## src/rtl/seg_pkg.sv

```systemverilog
// Shared 7-segment constants: the blank pattern and the active-low hex glyph table {a..g}.
package seg_pkg;

   localparam logic [7:0] SEG_BLANK = 8'hFF;

   // Index = hex value, bit 6 = segment a ... bit 0 = segment g, 0 = segment lit
   localparam logic [6:0] SEG_TABLE [16] = '{
      7'b0000001,  // 0
      7'b1001111,  // 1
      7'b0010010,  // 2
      7'b0000110,  // 3
      7'b1001100,  // 4
      7'b0100100,  // 5
      7'b0100000,  // 6
      7'b0001111,  // 7
      7'b0000000,  // 8
      7'b0000100,  // 9
      7'b0001000,  // A
      7'b1100000,  // B
      7'b0110001,  // C
      7'b1000010,  // D
      7'b0110000,  // E
      7'b0111000   // F
   };

   function automatic logic [6:0] hex_to_seg(input logic [3:0] nib);
      return SEG_TABLE[nib];
   endfunction

endpackage

```

## src/rtl/seg7_hex_decode.sv

```systemverilog
// Combinational nibble to active-low 7-segment glyph {a,b,c,d,e,f,g}.
module seg7_hex_decode
   import seg_pkg::*;
(
   input  logic [3:0] nib,
   output logic [6:0] seg_n
);

   always_comb begin
      seg_n = hex_to_seg(nib);
   end

endmodule

```

## src/rtl/scan_display_n.sv

```systemverilog
// N-digit multiplexed 7-segment scanner with per-digit dp/enable, anti-ghost blanking and
// frame-synchronous shadow latching. Optional build macro: DISPLAY_LZ_BLANK_EN (leading-zero blanking).
module scan_display_n
   import seg_pkg::*;
#(
   parameter  int N_DIGITS  = 8,
   parameter  int SLOT_CYC  = 16384,
   parameter  int BLANK_CYC = 64,
   localparam int IDX_W     = $clog2(N_DIGITS)
) (
   input  logic                  clk,
   input  logic                  rst,
   input  logic [4*N_DIGITS-1:0] data,
   input  logic [N_DIGITS-1:0]   dp_in,
   input  logic [N_DIGITS-1:0]   digit_en,
   output logic                  enable,
   output logic [IDX_W-1:0]      which,
   output logic [7:0]            seg,
   output logic                  frame_start
);

   localparam int               CNT_W    = $clog2(SLOT_CYC);
   localparam logic [CNT_W-1:0] CNT_LAST = CNT_W'(SLOT_CYC - 1);
   localparam logic [CNT_W-1:0] CNT_SHOW = CNT_W'(BLANK_CYC);
   localparam logic [IDX_W-1:0] IDX_LAST = IDX_W'(N_DIGITS - 1);

   logic [CNT_W-1:0]      cnt_q, cnt_d;
   logic [IDX_W-1:0]      which_q, which_d;
   logic [4*N_DIGITS-1:0] data_sh_q, data_sh_d;
   logic [N_DIGITS-1:0]   dp_sh_q, dp_sh_d;
   logic [N_DIGITS-1:0]   en_sh_q, en_sh_d;

   logic                  frame_first;
   logic                  show;
   logic [3:0]            nib_sh [N_DIGITS];
   logic [3:0]            nib_sel;
   logic [6:0]            seg_pat;
   logic [N_DIGITS-1:0]   lz_blank;

   assign frame_first = (which_q == '0) && (cnt_q == '0);

   always_comb begin
      cnt_d     = cnt_q + CNT_W'(1);
      which_d   = which_q;
      data_sh_d = data_sh_q;
      dp_sh_d   = dp_sh_q;
      en_sh_d   = en_sh_q;
      if (cnt_q == CNT_LAST) begin
         cnt_d   = '0;
         which_d = (which_q == IDX_LAST) ? '0 : which_q + IDX_W'(1);
      end
      // Inputs are sampled only once per frame so a frame never mixes old and new data
      if (frame_first) begin
         data_sh_d = data;
         dp_sh_d   = dp_in;
         en_sh_d   = digit_en;
      end
   end

   always_ff @(posedge clk or posedge rst) begin
      if (rst) begin
         cnt_q     <= '0;
         which_q   <= '0;
         data_sh_q <= '0;
         dp_sh_q   <= '0;
         en_sh_q   <= '0;
      end else begin
         cnt_q     <= cnt_d;
         which_q   <= which_d;
         data_sh_q <= data_sh_d;
         dp_sh_q   <= dp_sh_d;
         en_sh_q   <= en_sh_d;
      end
   end

   // Digit 0 sits in the most significant nibble
   always_comb begin
      for (int k = 0; k < N_DIGITS; k++) begin
         nib_sh[k] = data_sh_q[4*(N_DIGITS-1-k) +: 4];
      end
   end

`ifdef DISPLAY_LZ_BLANK_EN
   logic zero_run;

   // Prefix-AND of "nibble is zero" from the most significant digit; the last digit always shows
   always_comb begin
      zero_run = 1'b1;
      lz_blank = '0;
      for (int k = 0; k < N_DIGITS - 1; k++) begin
         zero_run    = zero_run & (nib_sh[k] == 4'h0);
         lz_blank[k] = zero_run;
      end
   end
`else
   assign lz_blank = '0;
`endif

   assign nib_sel = nib_sh[which_q];

   seg7_hex_decode u_dec (
      .nib   (nib_sel),
      .seg_n (seg_pat)
   );

   assign show        = (cnt_q >= CNT_SHOW);
   assign which       = which_q;
   assign enable      = show & en_sh_q[which_q] & ~lz_blank[which_q];
   assign seg         = enable ? {seg_pat, ~dp_sh_q[which_q]} : SEG_BLANK;
   // Counters sit at slot 0, cycle 0 while reset is held; the pulse must wait for release
   assign frame_start = frame_first & ~rst;

endmodule

```

## config.mk

```make
export PLATFORM = sky130hd
export DESIGN_NAME = scan_display_n
export DESIGN_NICKNAME = d
export VERILOG_FILES = /design/src/rtl/seg_pkg.sv /design/src/rtl/seg7_hex_decode.sv /design/src/rtl/scan_display_n.sv
export SDC_FILE = /design/constraint.sdc
export NUM_CORES = 1
export LEC_CHECK = 0
export CAP_MARGIN = 5
export CORE_UTILIZATION = 47
export DETAILED_ROUTE_END_ITERATION = 8
export MAX_ROUTING_LAYER = met4
export PLACE_DENSITY = 0.77
export SLEW_MARGIN = 40
export SYNTH_ARGS = -nofsm -noshare
export SYNTH_HDL_FRONTEND = slang
export SYNTH_SLANG_ARGS = --single-unit
export TNS_END_PERCENT = 5
```

## constraint.sdc

```tcl
create_clock -name clk -period 2.6 [get_ports clk]
set_input_delay 0.52 -clock clk [delete_from_list [all_inputs] [get_ports clk]]
set_output_delay 0.52 -clock clk [all_outputs]
set_load 0.05 [all_outputs]
```

After elaboration in Yosys (flattened, before gate mapping)
Memory sizes are Yosys's and may differ from the RTL's.
Cells that the tools add are included.
W data, S select, Z words.
{"block": "word_totals", "regBits": 65, "memories": 2, "in_bits": 50, "mem_bits_ro": 120}
{"block": "classes", "magnitude_cmp": 4, "add_sub_neg": 2, "reduce_logical": 3, "n_bitwise": 8, "muxes": 13, "eq_ne": 2}
{"memory": "(no name shown)", "depth": 16, "width": 7, "read_ports": 1, "rd_clocked_by_memory_dff": 0, "write_ports": 0, "line": "seg_pkg.sv:27", "source": "return SEG_TABLE[nib];"}
{"memory": "(no name shown)", "depth": 8, "width": 1, "read_ports": 1, "rd_clocked_by_memory_dff": 0, "write_ports": 0, "line": "scan_display_n.sv:108", "source": "assign enable = show & en_sh_q[which_q] & ~lz_blank[which_q];"}
{"op": "$add A14 B1 Y14 const B", "n": 1}
{"op": "$eq A14 B14 Y1 const B", "n": 1}
{"op": "$ge A14 B7 Y1 const B", "n": 1}
{"op": "$logic_not A14 Y1", "n": 1}
{"op": "$mux W14", "n": 1}
{"op": "$mux W7", "n": 2}
{"op": "$bmux W4 S3", "n": 1}
{"op": "$mux W4", "n": 2}
{"op": "$mux W8", "n": 1}
{"op": "$bmux W1 S3", "n": 2}
{"op": "$ge A5 B5 Y1 const B", "n": 1}
{"op": "$not A4 Y5", "n": 1}
{"op": "$ge A4 B4 Y1 const B", "n": 1}
{"op": "$lt A3 B4 Y1 const B", "n": 1}
{"op": "$not A3 Y4", "n": 1}
{"op": "$add A3 B1 Y3 const B", "n": 1}
{"op": "$and A1 B1 Y1", "n": 3}
{"op": "$eq A3 B3 Y1 const B", "n": 1}
{"op": "$logic_not A3 Y1", "n": 1}
{"op": "$mux W1", "n": 3}
{"op": "$mux W3", "n": 1}
{"op": "$not A1 Y1", "n": 3}
{"op": "$logic_and A1 B1 Y1", "n": 1}

Longest topological paths before layout
Gate-level depths: netlist of run 1.
{"block": "depth", "depth_word": 9, "ltp_mapped": 9}

Hierarchy
A second synthesis of run 1 with hierarchy kept.
{"block": "unflattened", "hier_cells": 253, "hier_area_um2": 3442.1}
{"module": "scan_display_n", "cells_per_inst": 222, "seq_area_each_um2": 1626.6, "instances": 1, "area_per_inst_um2": 3179.3}
{"module": "seg7_hex_decode", "cells_per_inst": 31, "seq_area_each_um2": 0.0, "instances": 1, "area_per_inst_um2": 262.8}

Worst setup path before layout of run 1
OpenSTA, ideal clock, no wires.
{"block": "synth_timing", "kind": "register to output", "startpoint": "register which_q[0], in the netlist which[0]", "endpoint": "output port seg[7]", "required_ns": 2.080, "slack_ns": -1.337, "path_stages_with_launch": 9, "path_buffers": 2, "t_arrival_ns": 3.417, "path_cell_list": "dfrtp_1 buf_4 buf_6 mux4_2 mux2_2 inv_1 ha_1 a21oi_1 o31ai_1"}
{"block": "synth_via", "elab_chain_cells": 9}
{"item": "start: declaration", "line": "scan_display_n.sv:28", "source": "logic [IDX_W-1:0] which_q, which_d;"}
{"item": "start signal: assignment", "line": "scan_display_n.sv:69", "source": "which_q <= which_d;"}
{"item": "$not A3 Y4 (implied by the code)", "line": "scan_display_n.sv:99", "source": "assign nib_sel = nib_sh[which_q];"}
{"item": "$bmux W4 S3", "line": "scan_display_n.sv:99"}
{"item": "$mux W4 (implied by the code) (2 in series)", "line": "scan_display_n.sv:99"}
{"item": "$not A4 Y5 (implied by the code)", "line": "seg_pkg.sv:27"}
{"item": "$mem_v2 Z16 W7"}
{"item": "$mux W7 (implied by the code) (2 in series)", "line": "seg_pkg.sv:27"}
{"item": "$mux W8 *", "line": "scan_display_n.sv:109", "source": "assign seg = enable ? {seg_pat, ~dp_sh_q[which_q]} : SEG_BLANK;"}
{"item": "end: declaration", "line": "scan_display_n.sv:18", "source": "output logic [7:0] seg,"}
Mark *: on every way between the ends. The rest lies on a longest branch, timed or not. The select of a mux whose other input is x is not followed.

Final worst setup path of run 1
{"block": "layout_timing", "startpoint": "register which_q[0], in the netlist which[0]", "endpoint": "output port seg[4]"}
Same word-level chain as after synthesis.

==> results.ini, run 1 <==
[run_status]
status=finished, violations left
violations=negative setup slack

[clocking]
clock_latency_ns=0.33
clk_pin_slew_worst_paths_ns=0.06
postCtsHoldBufs=0
htree_levels=3
numCtsBuffers=9
clockBufferDepth=2
cts_tree=yes
ctsRootBufferMaster=clkbuf_8
cts.sinks=65

[die]
ios=63
die-height_um=85.9
die_w_um=85.9
start_util=0.487
die_area_um2=7380
rows=30
core_um2=6790

[synthesis]
synth-adder-area-share=0.0416
synthMuxAreaShare=0.290
synth_seq_area_share=0.492
synth_area_per_cell_um2=13.3
syn_inst=248
synth_xor_xnor_area_share=0.0291
ys_seq_elements=65
yosys.area_share.simple=0.0783
synthArstFlopShare=1.00
ys_warn_count=0
synth_nets=309
synth.distinct_cells=36
synth_edf_count=0
netlist_area_um2=3310
synth_top_family_by_area=multiplexers
ys.flop_type=dfrtp_1
synth-compound-area-share=0.0337

[worst_setup_path]
r2r_slack_ns=0.30
crit_arrival_ns=2.62
path_max_fanout=6
crit_required_ns=2.08
setup.worst_path.class=reg -> out
reg2reg_depth=7
rr_startpoint=which[1]
r2r-end=data_sh_q[0]
cp-start-kind=flop
crit_path_end_kind=output pin

[power]
powerDensity_nw_per_um2=441
peakVddDrop_uv=406
p_leak_nw=2.02

[drt]
drt.antenna.violating_nets=0
drc=0
wl_per_cell_um=15.9
vias=2304
drtIter0Drc=114
routed_via_density=5.18
wl_mm=7.08
drtPass1Iterations=4

[global_route]
grt_max_degree=66
grt_pass1_wl_mm=11.4
track_usage=0.208
grt_overflow=0
antenna_found_initial=0
grt_pass1_vias=2331

[placed_design]
gp_congestion=0.837
dp.cells=421
hpwlAfterDp_mm=4.93
portBuffers=62

[worst_hold_path]
worstHoldStart=dp_sh_q[2]
worstHoldPathCells=1
hp-class=reg -> reg
holdPathEnd=dp_sh_q[2]

[timing]
rsz0062_at_grt=true
fin_skew_ns=0.00686
setup_viol=9
fin_tns_setup_ns=-3.59
whs_ns=0.502
slew_violations=0
fmax_mhz=318
relSlewSlack=0.557
period_minus_slack_ns=3.14
worstMarginPinSlew_ns=0.664
finalHoldViolations=0
fin_crit_sh=1.21
setup_ws_ns=-0.542

[final_layout]
areaGrowthSynthToFinish_pct=44.3
antenna_cells=0
fin_nets=406
layout_common_cells=dfrtp_1, clkdlybuf4s50_1, mux2_2
drive_above_1_share=0.453
final_common_cell=dfrtp_1
fin_cells=445

[job]
max_cap_violations=0

## worst max-delay path, stage by stage (launching register included)
cell	delay, ns
dfrtp_2	0.46
buf_6	0.13
mux4_2	0.49
mux2_4	0.34
inv_4	0.11
ha_4	0.22
nor3_4	0.17
a211oi_4	0.07
o21ai_4	0.13
buf_6	0.17
## state kept, by name, summed over array words and instances (netlist names)
signal and cells:
en_sh_q 8, cnt_q 14, data_sh_q 32, dp_sh_q 8, which 3
## repair_timing
action,CTS,global route
setup buffers,2,6
gates cloned,0,1
resized for setup,13,20
setup endpoints to repair,10,10
pin swaps,3,10
## metrics by stage
step	power, mW	instance area (um^2)	utilization	worst slack (ns)
finish	2.11	4770	0.703	-0.542
floorplan	1.19	3450	-	-0.447
CTS	2.11	4630	0.681	-0.503
detailed placement	1.31	4390	0.646	-0.235
global route	2.19	4770	0.703	-0.628
global placement	1.31	4390	0.646	-0.165
## final cells by class
cell class | instances | area (um^2)
clock buffer | 11 | 131
clock inverter | 4 | 45.0
fill | 467 | 2020
inverter | 10 | 42.5
multi-input combinational | 161 | 1800
sequential | 65 | 1630
tap | 96 | 120
timing repair buffer | 98 | 1010
## report_power, final
part           total (mW)  internal, mW  switching (mW)
combinational       0.251         0.157          0.0945
clock               0.785         0.433           0.352
sequential           1.07          1.05          0.0197
total                2.11          1.64           0.466
## worst max path at each step
| stage | start | to | slack [ns] | cells past startpoint |
|---|---|---|---|---|
| after detailed placement | which[0] | seg[4] | -0.23 | 8 |
| after floorplan | which[0] | seg[7] | -0.45 | 8 |
| after global placement | which[0] | seg[4] | -0.17 | 8 |
| after global routing | which[0] | seg[4] | -0.63 | 9 |
| after CTS | which[0] | seg[3] | -0.50 | 7 |
| final | which[0] | seg[4] | -0.54 | 9 |
## cell families after synthesis
| logic type | Yosys count |
|---|---|
| buf+inv | 22 |
| compound gates | 16 |
| simple gates | 50 |
| xor+xnor | 11 |
| flops | 65 |
| fa+ha+maj | 11 |
| mux | 73 |
## metal layers
layer / GRT usage / up-vias / part of all wire
li1: - / 1086 / -
met5: - / - / 0
met2: 0.325 / 62 / 0.51
met4: 0.0545 / 0 / 0.012
met1: 0.278 / 1149 / 0.44
met3: 0.0423 / 7 / 0.041
## cell usage after synthesis (2+ instances only)
master,n,area share
mux4_2,10,0.068
a211oi_1,2,0.0045
buf_6,3,0.010
nand3_1,6,0.0091
mux2_4,9,0.041
xor2_1,7,0.019
nor2_2,2,0.0038
nor2_1,14,0.016
xnor2_1,4,0.011
mux2i_1,7,0.021
dfrtp_1,65,0.49
ha_1,11,0.042
buf_2,7,0.011
and4_1,2,0.0053
and3_1,3,0.0057
mux2_2,47,0.16
o221ai_1,5,0.013
a21oi_1,2,0.0030
or4_1,2,0.0045
o21ai_0,3,0.0045
nor2b_1,2,0.0038
inv_1,10,0.011
nor3_1,4,0.0061
nand2_1,9,0.010
Note: power is estimated with default switching activity, not from simulation.
==> inputs of run 2 (changes only) <==
- CORE_ASPECT_RATIO: default -> 0.6
- SETUP_SLACK_MARGIN: default -> 0.3
==> run 2 against run 1 <==
The run still ends with negative setup slack left. Non-clock buffer count is 3 lower. Maximum frequency is 1.1% higher. Register-to-register slack better by 0.16 ns. Count of clock-buffer cells in the layout is 2 lower. Routed wire length is 11% higher. Clock skew is 0.00062 ns higher. Total power is 19% higher. Clock power is 50% higher. Final cell count is 2.5% lower. Final area is 2.1% higher. Critical endpoint unchanged.
==> results.ini, run 2 (synthesized netlist as in run 1, its figures left out) <==
[placed_design]
dp_slack_ns=-0.296
place_area_um2=4410
dp.cells=414
gp_congestion=0.806
portBuffers=62
hpwlAfterDp_mm=5.55

[worst_setup_path]
cp-start-kind=flop
crit_slowest_cell=mux4_2
crit_required_ns=2.08
cp_num_buf_inv=3
path_max_fanout=5
crit_arrival_ns=2.59
worstPathCellList=buf_6 -> mux4_2 -> mux2_4 -> inv_4 -> ha_4 -> nor3_4 -> a211oi_4 -> o21ai_4 -> buf_12
setup.worst_path.class=reg -> out
crit_path_end_kind=output pin
max_stage_delay_ns=0.49
crit_family=multiplexers

[clocking]
clockBufferDepth=2
postCtsHoldBufs=0
clk_pin_slew_worst_paths_ns=0.06
cts.sinks=65
ctsRootBufferMaster=clkbuf_16
htree_levels=3
numCtsBuffers=9
cts_tree=yes
clock_latency_ns=0.33

[final_layout]
post-route-util=0.724
areaGrowthSynthToFinish_pct=47.4
drive_above_1_share=0.452
largest_reg_flops=32
regMostFlops=data_sh_q
final_common_cell=dfrtp_1
multiInputGateArea_um2=1810
n_fill_cell=438
fin_nets=403
stdcell_area_um2=4880
reg_top3=data_sh_q x32, cnt_q x14
layout_common_cells=dfrtp_1, clkdlybuf4s50_1, mux2_2
fin_cells=434
antenna_cells=0
regArea_um2=1630

[job]
max_cap_violations=0

[timing]
whs_ns=0.502
setup_viol=9
rsz0062_at_grt=true
fin_crit_sh=1.20
fin_skew_ns=0.00748
slew_violations=0
fin_tns_setup_ns=-3.42
period_minus_slack_ns=3.11
fmax_mhz=322
finalHoldViolations=0
relSlewSlack=0.658
worstMarginPinSlew_ns=0.513
setup_ws_ns=-0.507

[global_route]
grt_pass1_vias=2400
grt_max_degree=66
grt_overflow=0
grt_busiest_layer=met2
grt_use_met2=0.345
grt_util_met1=0.325
grt_pass1_wl_mm=12.2
track_usage=0.236
gr-usage-met3=0.0568
antenna_found_initial=0

[power]
p_sw_frac=0.222
powerDensity_nw_per_um2=512
combPwrFrac=0.100
seq_power_share=0.429
power_mw=2.50
peakVddDrop_uv=509
p_leak_nw=2.09
clkPwrFrac=0.471
switchingPower_mw=0.554
intPower_mw=1.94

[drt]
wl_per_cell_um=18.0
drt.antenna.violating_nets=0
vias=2330
routed_via_density=5.37
drc=0
wl_mm=7.83
drtPass1Iterations=4
drtIter0Drc=115

[die]
die_area_um2=7390
die_w_um=110
rows=23
ios=63
core_um2=6730
die-height_um=67.0
start_util=0.491

[run_status]
violations=negative setup slack
status=finished, violations left

[worst_hold_path]
hp-class=reg -> reg

[run 2: cell types whose count changed in the layout (fill, tap and decap cells not counted), moves of 2 or more]
cell | previous run | this run
clkinvlp_4 | 0 | 3
clkdlybuf4s50_1 | 52 | 50
clkbuf_8 | 9 | 0
clkbuf_16 | 0 | 9
buf_4 | 28 | 26
clkbuf_1 | 2 | 0
[run 2: path summary, 6_finish.rpt]
| check | from | to | slack [ns] | depth (start not counted) |
|---|---|---|---|---|
| max in group asynchronous | rst | which[1] | 1.64 | 3 |
| min | dp_sh_q[5] | dp_sh_q[5] | 0.50 | 1 |
| min in group asynchronous | rst | data_sh_q[21] | 0.66 | 3 |
| min reg2reg | dp_sh_q[5] | dp_sh_q[5] | 0.50 | 1 |
| max | which[0] | seg[4] | -0.51 | 9 |
| max reg2reg | which[1] | data_sh_q[7] | 0.46 | 7 |
[run 2: power by group through the flow]
stage	clock, mW	combinational [mW]	sequential, mW
finish	1.18	0.249	1.07
floorplan	0	0.111	1.08
global route	1.25	0.267	1.08
CTS	1.21	0.241	1.07
detailed placement	0	0.229	1.09
global placement	0	0.223	1.09
[run 2: what timing repair did]
action                                  CTS  global route
endpoints found under the setup margin   11            11
pin swaps                                 7             0
setup buffers                             2             1
cloned                                    1             0
resized for setup                        25            10
[run 2: cell type report]
type / instances / share of cell area
Multi-Input combinational cell: 161 / 0.370
Timing Repair Buffer: 95 / 0.204
Clock buffer: 9 / 0.0462
Tap cell: 87 / 0.0223
Inverter: 10 / 0.00821
Clock inverter: 7 / 0.0146
Sequential cell: 65 / 0.334
[run 2: routing by layer]
metal,routed length [um],vias to the layer above
li1,-,1081
met1,3770,1175
met2,3590,65
met3,383,9
met4,88,0
met5,0,-
